## src/rtl/pipe_hazard_pkg.sv

```systemverilog
// Shared types and constants for the pipeline hazard / forwarding unit.
//   REG_ADDR_W : architectural register address width
//   X0         : hard-wired zero register address
//   sb_entry_t : scoreboard entry {valid, rd, is_load}
//   rs_match   : entry-versus-source-operand match helper
package pipe_hazard_pkg;

    localparam int unsigned REG_ADDR_W = 5;

    localparam logic [REG_ADDR_W-1:0] X0 = REG_ADDR_W'(0);

    typedef struct packed {
        logic                  valid;
        logic [REG_ADDR_W-1:0] rd;
        logic                  is_load;
    } sb_entry_t;

    // A scoreboard entry produces a source operand when it writes that
    // register, the register is not x0 and the operand is actually read.
    function automatic logic rs_match(
        input sb_entry_t             entry,
        input logic [REG_ADDR_W-1:0] rs_addr,
        input logic                  rs_used
    );
        return entry.valid && (entry.rd == rs_addr) && (rs_addr != X0) && rs_used;
    endfunction

endpackage

```

## src/rtl/pipe_hazard_unit_fwd_select.sv

```systemverilog
// Per-operand forwarding selector: finds the youngest in-flight writer of
// the source register and returns the resolved operand plus a hazard flag.
// Optional feature macro: HAZ_PERF_CNT_EN (adds the fwd_c flag).
// Ports:
//   sb         : scoreboard, index 0 = stage directly after issue
//   rs_addr    : source register address
//   rs_used    : operand is actually read
//   rf_data    : register-file read data
//   stage_data : per-stage result bus, slice k = stage k
//   value_c    : resolved operand (combinational)
//   hazard_c   : youngest writer's data is not yet available
//   fwd_c      : operand taken from stage_data (HAZ_PERF_CNT_EN only)
module pipe_fwd_select
    import pipe_hazard_pkg::*;
#(
    parameter int unsigned XLEN     = 32,
    parameter int unsigned STAGES   = 2,
    parameter int unsigned LOAD_LAT = 1
) (
    input  sb_entry_t [STAGES-1:0]      sb,
    input  logic [REG_ADDR_W-1:0]       rs_addr,
    input  logic                        rs_used,
    input  logic [XLEN-1:0]             rf_data,
    input  logic [STAGES*XLEN-1:0]      stage_data,
    output logic [XLEN-1:0]             value_c,
    output logic                        hazard_c
`ifdef HAZ_PERF_CNT_EN
    ,
    output logic                        fwd_c
`endif
);

    logic            hit_c;
    logic            ready_c;
    logic [XLEN-1:0] hit_data_c;

    // Scan oldest to youngest so the lowest matching index wins.
    always_comb begin
        hit_c      = 1'b0;
        ready_c    = 1'b0;
        hit_data_c = '0;
        for (int k = int'(STAGES) - 1; k >= 0; k--) begin
            if (rs_match(sb[k], rs_addr, rs_used)) begin
                hit_c      = 1'b1;
                ready_c    = !sb[k].is_load || (k >= int'(LOAD_LAT));
                hit_data_c = stage_data[k*XLEN +: XLEN];
            end
        end
    end

    // Operand mux: x0 is always zero, a ready match forwards, else register file.
    always_comb begin
        value_c = rf_data;
        if (rs_addr == X0) begin
            value_c = '0;
        end else if (hit_c && ready_c) begin
            value_c = hit_data_c;
        end
    end

    assign hazard_c = hit_c && !ready_c;

`ifdef HAZ_PERF_CNT_EN
    assign fwd_c = hit_c && ready_c;
`endif

endmodule

```

## src/rtl/pipe_hazard_unit.sv

```systemverilog
// Hazard and forwarding unit for the pipelined RV32I core. Tracks in-flight
// register writes in a shifting scoreboard (one entry per post-issue stage),
// resolves rs1/rs2 for the issue stage, raises load-use stalls and flushes
// on branch redirect.
// Optional feature macro: HAZ_PERF_CNT_EN (stall / forward event counters).
// Ports:
//   clk_i, rst_n_i                 : clock, async active-low reset
//   is_*_i                         : issue-stage instruction fields
//   rf_rs1_data_i, rf_rs2_data_i   : register-file read data
//   stage_data_i                   : result bus, slice k = stage k
//   redirect_i                     : taken branch/jump resolved in stage 0
//   rs1_val_o, rs2_val_o           : resolved operands (combinational)
//   stall_o                        : hold PC and IF/IS registers (combinational)
//   flush_o                        : squash IF and issue (combinational)
//   stall_cnt_o, fwd_cnt_o         : event counters (HAZ_PERF_CNT_EN only)
module pipe_hazard_unit
    import pipe_hazard_pkg::*;
#(
    parameter int unsigned XLEN     = 32,
    parameter int unsigned STAGES   = 2,
    parameter int unsigned LOAD_LAT = 1
) (
    input  logic                    clk_i,
    input  logic                    rst_n_i,
    input  logic                    is_valid_i,
    input  logic [REG_ADDR_W-1:0]   is_rs1_addr_i,
    input  logic [REG_ADDR_W-1:0]   is_rs2_addr_i,
    input  logic                    is_rs1_used_i,
    input  logic                    is_rs2_used_i,
    input  logic [REG_ADDR_W-1:0]   is_rd_addr_i,
    input  logic                    is_reg_write_i,
    input  logic                    is_load_i,
    input  logic [XLEN-1:0]         rf_rs1_data_i,
    input  logic [XLEN-1:0]         rf_rs2_data_i,
    input  logic [STAGES*XLEN-1:0]  stage_data_i,
    input  logic                    redirect_i,
    output logic [XLEN-1:0]         rs1_val_o,
    output logic [XLEN-1:0]         rs2_val_o,
    output logic                    stall_o,
    output logic                    flush_o
`ifdef HAZ_PERF_CNT_EN
    ,
    output logic [31:0]             stall_cnt_o,
    output logic [31:0]             fwd_cnt_o
`endif
);

    sb_entry_t [STAGES-1:0] sb_q;
    sb_entry_t              entry0_c;
    logic                   rs1_hazard_c;
    logic                   rs2_hazard_c;

`ifdef HAZ_PERF_CNT_EN
    localparam int unsigned CNT_W = 32;

    logic             rs1_fwd_c;
    logic             rs2_fwd_c;
    logic [CNT_W-1:0] stall_cnt_q;
    logic [CNT_W-1:0] fwd_cnt_q;
`endif

    pipe_fwd_select #(
        .XLEN     (XLEN),
        .STAGES   (STAGES),
        .LOAD_LAT (LOAD_LAT)
    ) u_fwd_rs1 (
        .sb         (sb_q),
        .rs_addr    (is_rs1_addr_i),
        .rs_used    (is_rs1_used_i),
        .rf_data    (rf_rs1_data_i),
        .stage_data (stage_data_i),
        .value_c    (rs1_val_o),
        .hazard_c   (rs1_hazard_c)
`ifdef HAZ_PERF_CNT_EN
        ,
        .fwd_c      (rs1_fwd_c)
`endif
    );

    pipe_fwd_select #(
        .XLEN     (XLEN),
        .STAGES   (STAGES),
        .LOAD_LAT (LOAD_LAT)
    ) u_fwd_rs2 (
        .sb         (sb_q),
        .rs_addr    (is_rs2_addr_i),
        .rs_used    (is_rs2_used_i),
        .rf_data    (rf_rs2_data_i),
        .stage_data (stage_data_i),
        .value_c    (rs2_val_o),
        .hazard_c   (rs2_hazard_c)
`ifdef HAZ_PERF_CNT_EN
        ,
        .fwd_c      (rs2_fwd_c)
`endif
    );

    // Redirect takes precedence: a squashed instruction must not also stall.
    assign stall_o = is_valid_i && !redirect_i && (rs1_hazard_c || rs2_hazard_c);
    assign flush_o = redirect_i;

    // New stage-0 entry: the issuing instruction, or a bubble when it is
    // absent, held back by a stall, or squashed by a redirect.
    always_comb begin
        entry0_c = '0;
        if (is_valid_i && !stall_o && !redirect_i) begin
            entry0_c.valid   = is_reg_write_i && (is_rd_addr_i != X0);
            entry0_c.rd      = is_rd_addr_i;
            entry0_c.is_load = is_load_i;
        end
    end

    // Scoreboard shifts every cycle; downstream stages never stall.
    always_ff @(posedge clk_i or negedge rst_n_i) begin
        if (!rst_n_i) begin
            sb_q <= '0;
        end else begin
            sb_q[0] <= entry0_c;
            for (int k = 1; k < int'(STAGES); k++) begin
                sb_q[k] <= sb_q[k-1];
            end
        end
    end

`ifdef HAZ_PERF_CNT_EN
    // Stall cycles and cycles where a valid issue operand came from stage_data_i.
    always_ff @(posedge clk_i or negedge rst_n_i) begin
        if (!rst_n_i) begin
            stall_cnt_q <= '0;
            fwd_cnt_q   <= '0;
        end else begin
            if (stall_o) begin
                stall_cnt_q <= stall_cnt_q + CNT_W'(1);
            end
            if (is_valid_i && (rs1_fwd_c || rs2_fwd_c)) begin
                fwd_cnt_q <= fwd_cnt_q + CNT_W'(1);
            end
        end
    end

    assign stall_cnt_o = stall_cnt_q;
    assign fwd_cnt_o   = fwd_cnt_q;
`endif

endmodule

```

## config.mk

```make
export PLATFORM = sky130hd
export DESIGN_NAME = pipe_hazard_unit
export DESIGN_NICKNAME = d
export VERILOG_FILES = /design/src/rtl/pipe_hazard_pkg.sv /design/src/rtl/pipe_hazard_unit_fwd_select.sv /design/src/rtl/pipe_hazard_unit.sv
export SDC_FILE = /design/constraint.sdc
export NUM_CORES = 1
export LEC_CHECK = 0
export CELL_PAD_IN_SITES_DETAIL_PLACEMENT = 1
export CELL_PAD_IN_SITES_GLOBAL_PLACEMENT = 1
export CORE_MARGIN = 10
export CORE_UTILIZATION = 20
export DETAILED_ROUTE_END_ITERATION = 10
export GPL_ROUTABILITY_DRIVEN = 0
export PLACE_DENSITY = 0.8
export SLEW_MARGIN = 10
export SYNTH_ARGS = -nofsm -noshare
export SYNTH_HDL_FRONTEND = slang
export SYNTH_SLANG_ARGS = --single-unit
```

## constraint.sdc

```tcl
create_clock -name clk_i -period 3.65 [get_ports clk_i]
set_input_delay 1.095 -clock clk_i [delete_from_list [all_inputs] [get_ports clk_i]]
set_output_delay 1.095 -clock clk_i [all_outputs]
set_load 0.01 [all_outputs]
```

==> key figures <==
Place
  – Port Buf Inserts: 216
  – Pre-CTS WS: -1.41 ns
  – Hpwl dp: 13100 um

Routing
  – Routed Antenna Nets: 0
  – Drt pass-1 iters: 4
  – Routed WL: 17300 um
  – Vias per inst: 4.68
  – Via Count: 3834
  – Initial DRC Count: 125
  – WL/cell: 21.1 um
  – Post-route DRC violation count: 0

Clock tree
  – Max Root-Sink Buffers: 2
  – CTS tree: yes
  – Max H-tree Level: 1
  – Worst-Skew Late Latency: 0.24 ns
  – Clk sinks: 13
  – Root Buffer: clkbuf_16
  – Reg clk slew, reported paths: 0.04 ns
  – Num CTS Buffers: 3

GRT
  – Largest net degree at the start of global routing: 45
  – Total global-route track usage: 0.173
  – Overflow after GRT: 0
  – Initial antenna violation count: 0
  – First-pass GRT wire length: 25200 um
  – Vias in the first global route: 4384

STA
  – Relative slew slack: 0.639
  – Fin crit share: 1.15
  – Setup TNS Final: -30.31 ns
  – Slew @ Worst Pin: 0.539 ns
  – Minimum clock period: 4.21 ns
  – Slew Limit Fails: 0
  – Final worst slack: -0.562 ns
  – Clock skew: 0.00223 ns
  – RSZ-0062 raised after global routing: true
  – Final Hold Violating Endpoints: 0
  – Fmax: 237 MHz
  – Final Setup Violations: 65

Yosys
  – Main area contributors after synthesis: mux2i_1 (38%), dfrtp_1 (12%), nand2_1 (9.9%)
  – Number of warnings issued by yosys: 0
  – Post-synthesis sequential area ratio: 0.123
  – Syn Area/Cell: 7.56 um^2
  – #FFs+latches synth: 13
  – Unique cell type count in the Yosys netlist: 31
  – Yosys top cell area share: 0.381
  – Cell count after synthesis: 351
  – Synthesized Nets: 502
  – Mapped cell area: 0.00265 mm^2
  – Cell taking the most area after synthesis: mux2i_1

Worst setup path
  – Reg2Reg Capture Point: sb_q[2]$_DFF_PN0_
  – R2R Path Start: sb_q[2]$_DFF_PN0_
  – Crit. End Element: output port
  – Critical path startpoint category: input pin
  – Crit path required time: 2.55 ns
  – CP max FO: 8
  – Critical path data arrival time: 3.12 ns
  – Reg2Reg Depth: 8
  – Worst Path Class, Setup: input pin to output port
  – Register-to-Register Setup Slack: 1.51 ns

Finish
  – Most flops, register: sb_q
  – Area added between synthesis and finish: 131%
  – Most common cell after layout, fill and taps aside: clkdlybuf4s50_1
  – Inserted Diodes: 0
  – Max FFs per register: 13
  – Largest registers: sb_q (13)
  – Most frequent cells in the layout: clkdlybuf4s50_1 (139), mux2i_1 (84), nand2_1 (70), buf_2 (62), buf_4 (55)
  – Fin nets: 796
  – Share of layout cells above drive strength 1: 0.345

Pwr
  – Total power per unit cell area: 140 mW/mm^2
  – Leak Pwr: 3.10 nW
  – Max VDD drop: 0.211 mV

Hold path
  – Hold Path Sink: sb_q[13]$_DFF_PN0_
  – Worst hold path depth: 0
  – Worst Hold Class: flop to flop
  – Worst hold start: sb_q[6]$_DFF_PN0_

Floorplanning
  – Die Ht: 135 um
  – Core Area: 0.0131 mm^2
  – Full die area: 0.0183 mm^2
  – IO Pins: 217
  – Initial Utilization: 0.202
  – Row count: 42
  – Die X: 135 um

Job
  – Max-Cap Viols: 0

Status
  – Status: finished with violations
  – Failing checks: setup timing
==> through the flow <==
| step | hold slack (ns) | power (W) | utilization | std cells | area [um^2] |
|---|---|---|---|---|---|
| 2_1_floorplan | 0.409 | 0.000305 | - | 351 | 2710 |
| 3_3_place_gp | 0.450 | 0.000633 | 0.416 | 770 | 5470 |
| 3_5_place_dp | 0.458 | 0.000650 | 0.416 | 770 | 5470 |
| 4_1_cts | 0.493 | 0.000842 | 0.456 | 814 | 5990 |
| 5_1_grt | 0.520 | 0.000908 | 0.466 | 820 | 6120 |
| 6_report | 0.503 | 0.000855 | 0.466 | 820 | 6120 |
==> power by group <==
part / leakage, nW / internal [W] / switching, W
Clock: 0.0382 / 0.000147 / 0.0000527
Combinational: 2.89 / 0.000289 / 0.000207
Sequential: 0.175 / 0.000150 / 0.00000836
==> critical path, cell delays in order <==
cell and delay [ns]:
buf_8 0.10, xor2_2 0.14, or4_4 0.55, o211a_1 0.25, o211ai_4 0.19, buf_6 0.15
buf_12 0.13, buf_8 0.11, mux2i_2 0.22, buf_2 0.17
==> metal layers <==
metal | wire length [um] | track usage | vias up | part of all wire
met5 | 0 | 0 | - | 0
li1 | - | - | 1823 | -
met3 | 763 | 0.0274 | 14 | 0.044
met4 | 227 | 0.0299 | 0 | 0.013
met2 | 9760 | 0.345 | 113 | 0.56
met1 | 6550 | 0.186 | 1884 | 0.38
==> how the worst max path moves through the flow <==
| stage | slack, ns | startpoint | end | cells after the start |
|---|---|---|---|---|
| floorplan | -0.22 | is_rs2_addr_i[1] | rs2_val_o[10] | 6 |
| global placement | -1.30 | is_rs2_addr_i[4] | rs2_val_o[21] | 9 |
| detailed placement | -1.41 | is_rs2_addr_i[1] | rs2_val_o[26] | 8 |
| CTS | -0.63 | is_rs2_addr_i[4] | rs2_val_o[15] | 10 |
| global route | -0.63 | is_rs1_addr_i[0] | rs1_val_o[11] | 10 |
| finish | -0.56 | is_rs2_addr_i[1] | rs2_val_o[17] | 10 |
==> Yosys cell counts <==
library cell	count
a211o_1	2
a211oi_1	2
a21oi_1	34
a22o_1	3
and2_1	2
and3_1	14
buf_1	1
buf_2	3
buf_4	3
buf_6	6
clkbuf_1	13
dfrtp_1	13
inv_1	14
mux2i_1	101
nand2_1	70
nand2b_1	1
nand3_1	3
nor2_1	2
nor2b_1	1
nor3_1	3
nor3b_1	6
nor4_1	4
nor4b_1	2
o211a_1	2
o211ai_4	2
o21a_1	1
o21ai_0	18
or4_1	3
or4b_1	2
xnor2_1	4
xor2_1	16
==> what timing repair did <==
action                     4_1_cts  5_1_grt
setup buffers                   36       15
gates resized for setup        390       39
cloned                           6        0
hold buffers                     0        0
setup endpoints to repair       65       65
pin swaps                       15       13
==> logic make-up after synthesis <==
kind of cell | Yosys count | share of synthesized area
xor+xnor | 20 | 0.0660
buf+inv | 40 | 0.0792
mux | 101 | 0.381
simple gates | 113 | 0.205
flops | 13 | 0.123
compound gates | 64 | 0.147
==> layout make-up <==
cell class	count	area, um^2
Sequential cell	13	325
Multi-Input combinational cell	298	2450
Tap cell	176	220
Timing Repair Buffer	315	2990
Fill cell	1551	7010
Clock buffer	4	78.8
Inverter	14	52.6
Power figures use the tool's default switching activity.
